File: config.mk
export PLATFORM = sky130hd
export DESIGN_NAME = slice_sequencer
export DESIGN_NICKNAME = d
export VERILOG_FILES = /design/src/rtl/slice_sequencer.sv
export SDC_FILE = /design/constraint.sdc
export NUM_CORES = 1
export LEC_CHECK = 0
export ABC_CLOCK_PERIOD_IN_PS = 3500
export CORE_MARGIN = 2
export CORE_UTILIZATION = 36
export DETAILED_ROUTE_END_ITERATION = 8
export GPL_TIMING_DRIVEN = 0
export PLACE_DENSITY = 0.58
export SKIP_LAST_GASP = 1
export SYNTH_ARGS = -nofsm -noshare
export SYNTH_HDL_FRONTEND = slang
export SYNTH_SLANG_ARGS = --single-unit
File: constraint.sdc
create_clock -name clk -period 3.5 [get_ports clk]
set_clock_uncertainty 0.1 [all_clocks]
set_input_delay 0.7 -clock clk [delete_from_list [all_inputs] [get_ports clk]]
set_output_delay 0.7 -clock clk [all_outputs]
set_load 0.01 [all_outputs]
File: src/rtl/slice_sequencer.sv
// Slicing controller: ranging -> evaluate -> move or cut, repeated until
// the programmed number of slices is cut. Adds echo timeout with retry,
// overshoot detection, pause, abort and status outputs.
//
// state  | meaning
// -------+------------------------------------------------------------
// IDLE   | waiting for start
// TRIG   | ranging request raised, waiting for sensor acknowledge
// ECHO   | waiting for a fresh distance, echo timer running
// EVAL   | one-cycle compare of captured distance against target window
// MOVE   | carriage driven for a fixed number of move-high cycles
// CUT    | cut stroke requested, waiting for cut_end
// DONE   | all slices cut; restartable
// ERROR  | echo retries exhausted or overshoot; left only by abort/reset

`timescale 1ns/1ps

module slice_sequencer #(
    parameter int NUM_W     = 5,
    parameter int DIST_W    = 12,
    parameter int TOL       = 2,
    parameter int MOVE_CYC  = 1000,
    parameter int ECHO_TO   = 50000,
    parameter int MAX_RETRY = 3
) (
    input  logic              clk,
    input  logic              rst_n,
    input  logic              start,
    input  logic              pause,
    input  logic              abort,
    input  logic [NUM_W-1:0]  slice_num,
    input  logic [DIST_W-1:0] target,
    input  logic              valid,
    input  logic [DIST_W-1:0] distance,
    input  logic              triggerSuc,
    output logic              trigger,
    output logic              move,
    input  logic              cut_end,
    output logic              cut,
    output logic              busy,
    output logic              done,
    output logic              error,
    output logic [NUM_W-1:0]  slices_left
);

    localparam logic [2:0] S_IDLE  = 3'd0;
    localparam logic [2:0] S_TRIG  = 3'd1;
    localparam logic [2:0] S_ECHO  = 3'd2;
    localparam logic [2:0] S_EVAL  = 3'd3;
    localparam logic [2:0] S_MOVE  = 3'd4;
    localparam logic [2:0] S_CUT   = 3'd5;
    localparam logic [2:0] S_DONE  = 3'd6;
    localparam logic [2:0] S_ERROR = 3'd7;

    // One shared down-counter serves both the echo timeout and the move hold.
    localparam int TMR_MAX = (MOVE_CYC > ECHO_TO) ? MOVE_CYC : ECHO_TO;
    localparam int TMR_W   = $clog2(TMR_MAX + 1);
    localparam int RTY_W   = $clog2(MAX_RETRY + 1);

    localparam logic [TMR_W-1:0]  MOVE_LD = TMR_W'(MOVE_CYC);
    localparam logic [TMR_W-1:0]  ECHO_LD = TMR_W'(ECHO_TO - 1);
    localparam logic [RTY_W-1:0]  RTY_LIM = RTY_W'(MAX_RETRY);
    localparam logic [DIST_W:0]   TOL_X   = (DIST_W+1)'(TOL);

    logic [2:0]        r_state;
    logic [NUM_W-1:0]  r_slices_left;
    logic [DIST_W-1:0] r_target;
    logic [DIST_W-1:0] r_dist;
    logic [RTY_W-1:0]  r_retry;
    logic [TMR_W-1:0]  r_timer;
    logic              r_trigger;
    logic              r_move;
    logic              r_cut;
    logic              r_done;
    logic              r_error;
    logic              r_busy;

    logic [2:0]        w_state_nx;
    logic [NUM_W-1:0]  w_slices_nx;
    logic [DIST_W-1:0] w_target_nx;
    logic [DIST_W-1:0] w_dist_nx;
    logic [RTY_W-1:0]  w_retry_nx;
    logic [TMR_W-1:0]  w_timer_nx;
    logic              w_cut_nx;
    logic              w_done_nx;

    logic [DIST_W:0]   w_dist_x;
    logic [DIST_W:0]   w_hi;
    logic [DIST_W:0]   w_lo;
    logic [TMR_W-1:0]  w_move_rem;
    logic [NUM_W-1:0]  w_left_dec;
    logic [RTY_W-1:0]  w_retry_inc;

    // Window bounds are one bit wider than the distance so target+TOL
    // cannot wrap; the lower bound clamps at zero for small targets.
    assign w_dist_x    = {1'b0, r_dist};
    assign w_hi        = {1'b0, r_target} + TOL_X;
    assign w_lo        = ({1'b0, r_target} >= TOL_X) ? ({1'b0, r_target} - TOL_X) : '0;
    // A cycle counts toward the move hold only if move was actually high,
    // so a pause never eats into the programmed move time.
    assign w_move_rem  = r_timer - TMR_W'(r_move);
    assign w_left_dec  = r_slices_left - NUM_W'(1);
    assign w_retry_inc = r_retry + RTY_W'(1);

    // Next-state and datapath decisions; abort overrides everything.
    always_comb begin
        w_state_nx  = r_state;
        w_slices_nx = r_slices_left;
        w_target_nx = r_target;
        w_dist_nx   = r_dist;
        w_retry_nx  = r_retry;
        w_timer_nx  = r_timer;
        w_cut_nx    = (r_state == S_CUT) ? r_cut : 1'b0;
        w_done_nx   = 1'b0;
        if (abort) begin
            w_state_nx  = S_IDLE;
            w_slices_nx = '0;
            w_retry_nx  = '0;
            w_timer_nx  = '0;
            w_cut_nx    = 1'b0;
        end else begin
            case (r_state)
                S_IDLE, S_DONE: begin
                    if (start) begin
                        w_retry_nx = '0;
                        if (slice_num == '0) begin
                            w_state_nx  = S_DONE;
                            w_done_nx   = 1'b1;
                            w_slices_nx = '0;
                        end else begin
                            w_state_nx  = S_TRIG;
                            w_slices_nx = slice_num;
                            w_target_nx = target;
                        end
                    end
                end
                S_TRIG: begin
                    if (!pause && triggerSuc) begin
                        w_state_nx = S_ECHO;
                        w_timer_nx = ECHO_LD;
                    end
                end
                S_ECHO: begin
                    if (!pause) begin
                        if (valid) begin
                            w_dist_nx  = distance;
                            w_retry_nx = '0;
                            w_state_nx = S_EVAL;
                        end else if (r_timer == '0) begin
                            w_retry_nx = w_retry_inc;
                            w_state_nx = (w_retry_inc == RTY_LIM) ? S_ERROR : S_TRIG;
                        end else begin
                            w_timer_nx = r_timer - TMR_W'(1);
                        end
                    end
                end
                S_EVAL: begin
                    if (!pause) begin
                        if (w_dist_x > w_hi) begin
                            w_state_nx = S_MOVE;
                            w_timer_nx = MOVE_LD;
                        end else if (w_dist_x < w_lo) begin
                            w_state_nx = S_ERROR;
                        end else begin
                            w_state_nx = S_CUT;
                            w_cut_nx   = 1'b1;
                        end
                    end
                end
                S_MOVE: begin
                    w_timer_nx = w_move_rem;
                    if (w_move_rem == '0) begin
                        w_state_nx = S_TRIG;
                    end
                end
                S_CUT: begin
                    // The stroke always completes; only the exit waits for pause.
                    if (r_cut) begin
                        if (cut_end) begin
                            w_cut_nx    = 1'b0;
                            w_slices_nx = w_left_dec;
                            if (!pause) begin
                                w_state_nx = (w_left_dec == '0) ? S_DONE : S_TRIG;
                                w_done_nx  = (w_left_dec == '0);
                            end
                        end
                    end else if (!pause) begin
                        w_state_nx = (r_slices_left == '0) ? S_DONE : S_TRIG;
                        w_done_nx  = (r_slices_left == '0);
                    end
                end
                S_ERROR: begin
                end
                default: begin
                    w_state_nx = S_IDLE;
                end
            endcase
        end
    end

    // Register state, datapath and all outputs; outputs follow the next state.
    always_ff @(posedge clk) begin
        if (!rst_n) begin
            r_state       <= S_IDLE;
            r_slices_left <= '0;
            r_target      <= '0;
            r_dist        <= '0;
            r_retry       <= '0;
            r_timer       <= '0;
            r_trigger     <= 1'b0;
            r_move        <= 1'b0;
            r_cut         <= 1'b0;
            r_done        <= 1'b0;
            r_error       <= 1'b0;
            r_busy        <= 1'b0;
        end else begin
            r_state       <= w_state_nx;
            r_slices_left <= w_slices_nx;
            r_target      <= w_target_nx;
            r_dist        <= w_dist_nx;
            r_retry       <= w_retry_nx;
            r_timer       <= w_timer_nx;
            r_trigger     <= (w_state_nx == S_TRIG) && !pause;
            r_move        <= (w_state_nx == S_MOVE) && !pause;
            r_cut         <= w_cut_nx;
            r_done        <= w_done_nx;
            r_error       <= (w_state_nx == S_ERROR);
            r_busy        <= (w_state_nx != S_IDLE) && (w_state_nx != S_DONE) &&
                             (w_state_nx != S_ERROR);
        end
    end

    assign trigger     = r_trigger;
    assign move        = r_move;
    assign cut         = r_cut;
    assign busy        = r_busy;
    assign done        = r_done;
    assign error       = r_error;
    assign slices_left = r_slices_left;

endmodule

==> results by group <==
Synthesis
  – Top-count cell post-synth: dfxtp_1
  – Synth top area share: 26.7%
  – Post-synth EDFFs: 0
  – Top cells by count, synth: 56 x dfxtp_1, 52 x nand2_1, 43 x nor2_1, 37 x a21oi_1, 33 x ha_1
  – Syn Inst Count: 541
  – Largest area contributor in the netlist: dfxtp_1
  – Syn_area_per_cell: 7.77 µm²
  – Register area share after synthesis: 26.7%
  – Synth unique cells: 60
  – FFs w/ async S/R, synth: 0%
  – Synthesized net count: 611
  – Syn Std Cell Area: 4200 µm²
  – Main area contributors after synthesis: dfxtp_1 27%, ha_1 9.8%, mux2i_1 6.0%
  – Synth warnings: 0
  – Synth Flop Type: dfxtp_1
  – Register bit total from synthesis: 56

Critical path
  – Path depth of the worst reg2reg path: 14
  – Required @ worst endpoint: 3.59 ns
  – CP arrival: 3.51 ns
  – Critical path launch point: r_target[1]
  – R2R Path Start: r_target[1]
  – FF-to-FF End: move
  – CP max FO: 7
  – Critical-path top delay cell: or4_4
  – Crit path largest cell delay: 0.49 ns
  – CP cell instances: ha_4 > nand2_1 > nor2_1 > nand2_1 > xor2_1 > ha_1 > a21o_1 > a211o_1 > or4_4 > a31oi_4 > buf_12 > a211o_1 > o21ba_4 > and4b_1
  – Critical path startpoint category: flop
  – Worst Setup End Kind: flop
  – CP Capture Point: move
  – Critical Setup Path Class: flop to flop
  – R2R setup slack: 0.08 ns

Detailed routing
  – WL final: 12.4 mm
  – WL per Instance: 16.6 µm
  – Antenna Violating Nets Remaining: 0
  – Initial DRC count: 323
  – Residual DRC: 0
  – Vias/cell: 5.71
  – Vias: 4239
  – First-pass iteration count of the detailed router: 6

Cells and area
  – Area Growth Syn to Fin: 24.7%
  – Post-layout util: 45.9%
  – Filler cells: 1173
  – Non-filler cells, final: 743
  – Final Net Count: 670
  – Layout cell share with drive strength beyond 1: 8.50%
  – Ant. Diodes: 0

STA
  – Fin. max-slew vios: 0
  – Minimum clock period: 3.42 ns
  – Part of the cycle the worst path needs: 97.6%
  – Min Hold Slack: 0.395 ns
  – Final hold vios: 0
  – Worst setup margin: 0.0839 ns
  – Fmax achieved: 293 MHz
  – Max_slew headroom: 47.8%
  – Endpoints failing setup: 0
  – Measured slew at the worst slew-check pin: 0.780 ns

Floorplan
  – Die ar.: 12600 µm²
  – Core area: 11400 µm²
  – Height of the die: 112 µm
  – Row Count: 39
  – # IOs: 48
  – Die W: 112 µm
  – Initial Utilization: 36.8%

Clock network
  – Clk root buf: clkbuf_16
  – Worst-path clk slew: 0.08 ns
  – CTS tree: yes
  – Clk buf depth: 2
  – Skew-Pair Late Insertion Delay: 0.30 ns
  – Num CTS Buffers: 5
  – Clock Sinks: 56
  – # H-tree levels: 2

GRT
  – Total global-route track usage: 19.8%
  – Number of global-route vias before repair: 4088
  – Overflow after GRT: 0
  – Antenna violations before repair: 0
  – Global-route wire length before repair: 20.3 mm
  – Largest net degree at the start of global routing: 17

Placement
  – Pre-CTS setup slack: -0.332 ns
  – GPL Wtd Cong: 0.899
  – Placed insts: 731
  – Post-DP HPWL: 9.18 mm
  – Port Buf Inserts: 47

Pwr
  – Max VDD drop: 0.241 mV
  – Leakage: 0.00201 µW
  – Power density over the cells: 323 nW/µm²

Flow run
  – Max_cap viols: 0

Run status
  – Status: finished, final reports clean

Worst hold path
  – Hold crit path type: flop to flop
==> flip-flops by register name (all words and copies together) (netlist names), 2 cells and up <==
signal / cells
r_dist: 12
slices_left: 5
r_timer: 16
r_retry: 2
r_target: 12
r_state: 3
==> power breakdown <==
part | switching, µW | internal, µW | total (µW)
clock | 249 | 407 | 656
sequential | 17.7 | 649 | 667
combinational | 203 | 170 | 373
total | 470 | 1230 | 1700
==> area by class of cell <==
class	instances	area, µm²	area share, %
Clock inverter	2	60.1	1.15
Inverter	17	63.8	1.22
Multi-Input combinational cell	433	3000	57.2
Buffer	31	136	2.60
Tap cell	143	179	3.41
Clock buffer	5	125	2.39
Timing Repair Buffer	56	548	10.5
Sequential cell	56	1130	21.6
==> how the worst min path moves through the flow <==
stage / start / endpoint / depth (start not counted)
global placement: r_retry[1] / r_retry[1] / 2
CTS: r_timer[1] / r_timer[1] / 2
detailed placement: r_timer[0] / r_timer[0] / 2
finish: r_timer[1] / r_timer[1] / 2
floorplan: r_retry[1] / r_retry[1] / 2
global route: r_timer[1] / r_timer[1] / 2
==> cell usage in the layout, fill, tap and decap left out, types with 11 or more instances in the layout <==
master           instances
nor3_1                  13
a21oi_1                 35
nand2_1                 49
o21ai_0                 29
nand3_1                 22
clkbuf_1                25
dfxtp_1                 51
clkdlybuf4s50_1         47
xor2_1                  17
inv_1                   17
nor2_1                  43
nor2b_1                 31
mux2i_1                 25
ha_1                    31
nand4_1                 11
nor4_1                  13
==> per-stage QoR <==
| stage | power, µW | setup TNS, ns | instance area, µm² |
|---|---|---|---|
| final | 1700 | 0 | 5240 |
| after global routing | 1770 | -0.142 | 5240 |
| after CTS | 1680 | -0.0589 | 5100 |
| after detailed placement | 1010 | -4.56 | 4850 |
| after global placement | 1000 | -4.12 | 4850 |
| after floorplan | 894 | 0 | 4200 |
==> what timing repair did <==
action / CTS / global route
endpoints found under the hold margin: 0 / 0
pin swaps: 5 / 14
gates resized for setup: 12 / 21
hold buffers: 0 / 0
cloned: 1 / 1
buffers inserted: 3 / 5
endpoints found under the setup margin: 23 / 22
==> worst max-delay path, delay by kind of cell (launching register included) <==
kind	cells	cell delay [ns]
compound gates	5	1.04
simple gates	5	0.99
fa+ha+maj	2	0.46
flops	1	0.40
xor+xnor	1	0.15
buf+inv	1	0.14
==> cells by family after synthesis <==
kind of cell / after synthesis / synth area share [%]
and+or+nand+nor: 222 / 27.7
AOI/OAI and AO/OA: 127 / 19.6
DFF: 56 / 26.7
buffers and inverters: 53 / 5.12
adders and majority gates: 33 / 9.82
xor gates and xnor gates: 25 / 5.21
muxes: 25 / 5.95
==> per-layer routing <==
| metal | vias to the layer above | wire length, µm | global-route usage (%) |
|---|---|---|---|
| li1 | 2081 | - | - |
| met1 | 2009 | 5890 | 26.8 |
| met2 | 121 | 5680 | 31.7 |
| met3 | 28 | 524 | 3.29 |
| met4 | 0 | 262 | 7.64 |
| met5 | - | 0 | 0 |
Note: power is estimated with default switching activity, not from simulation.
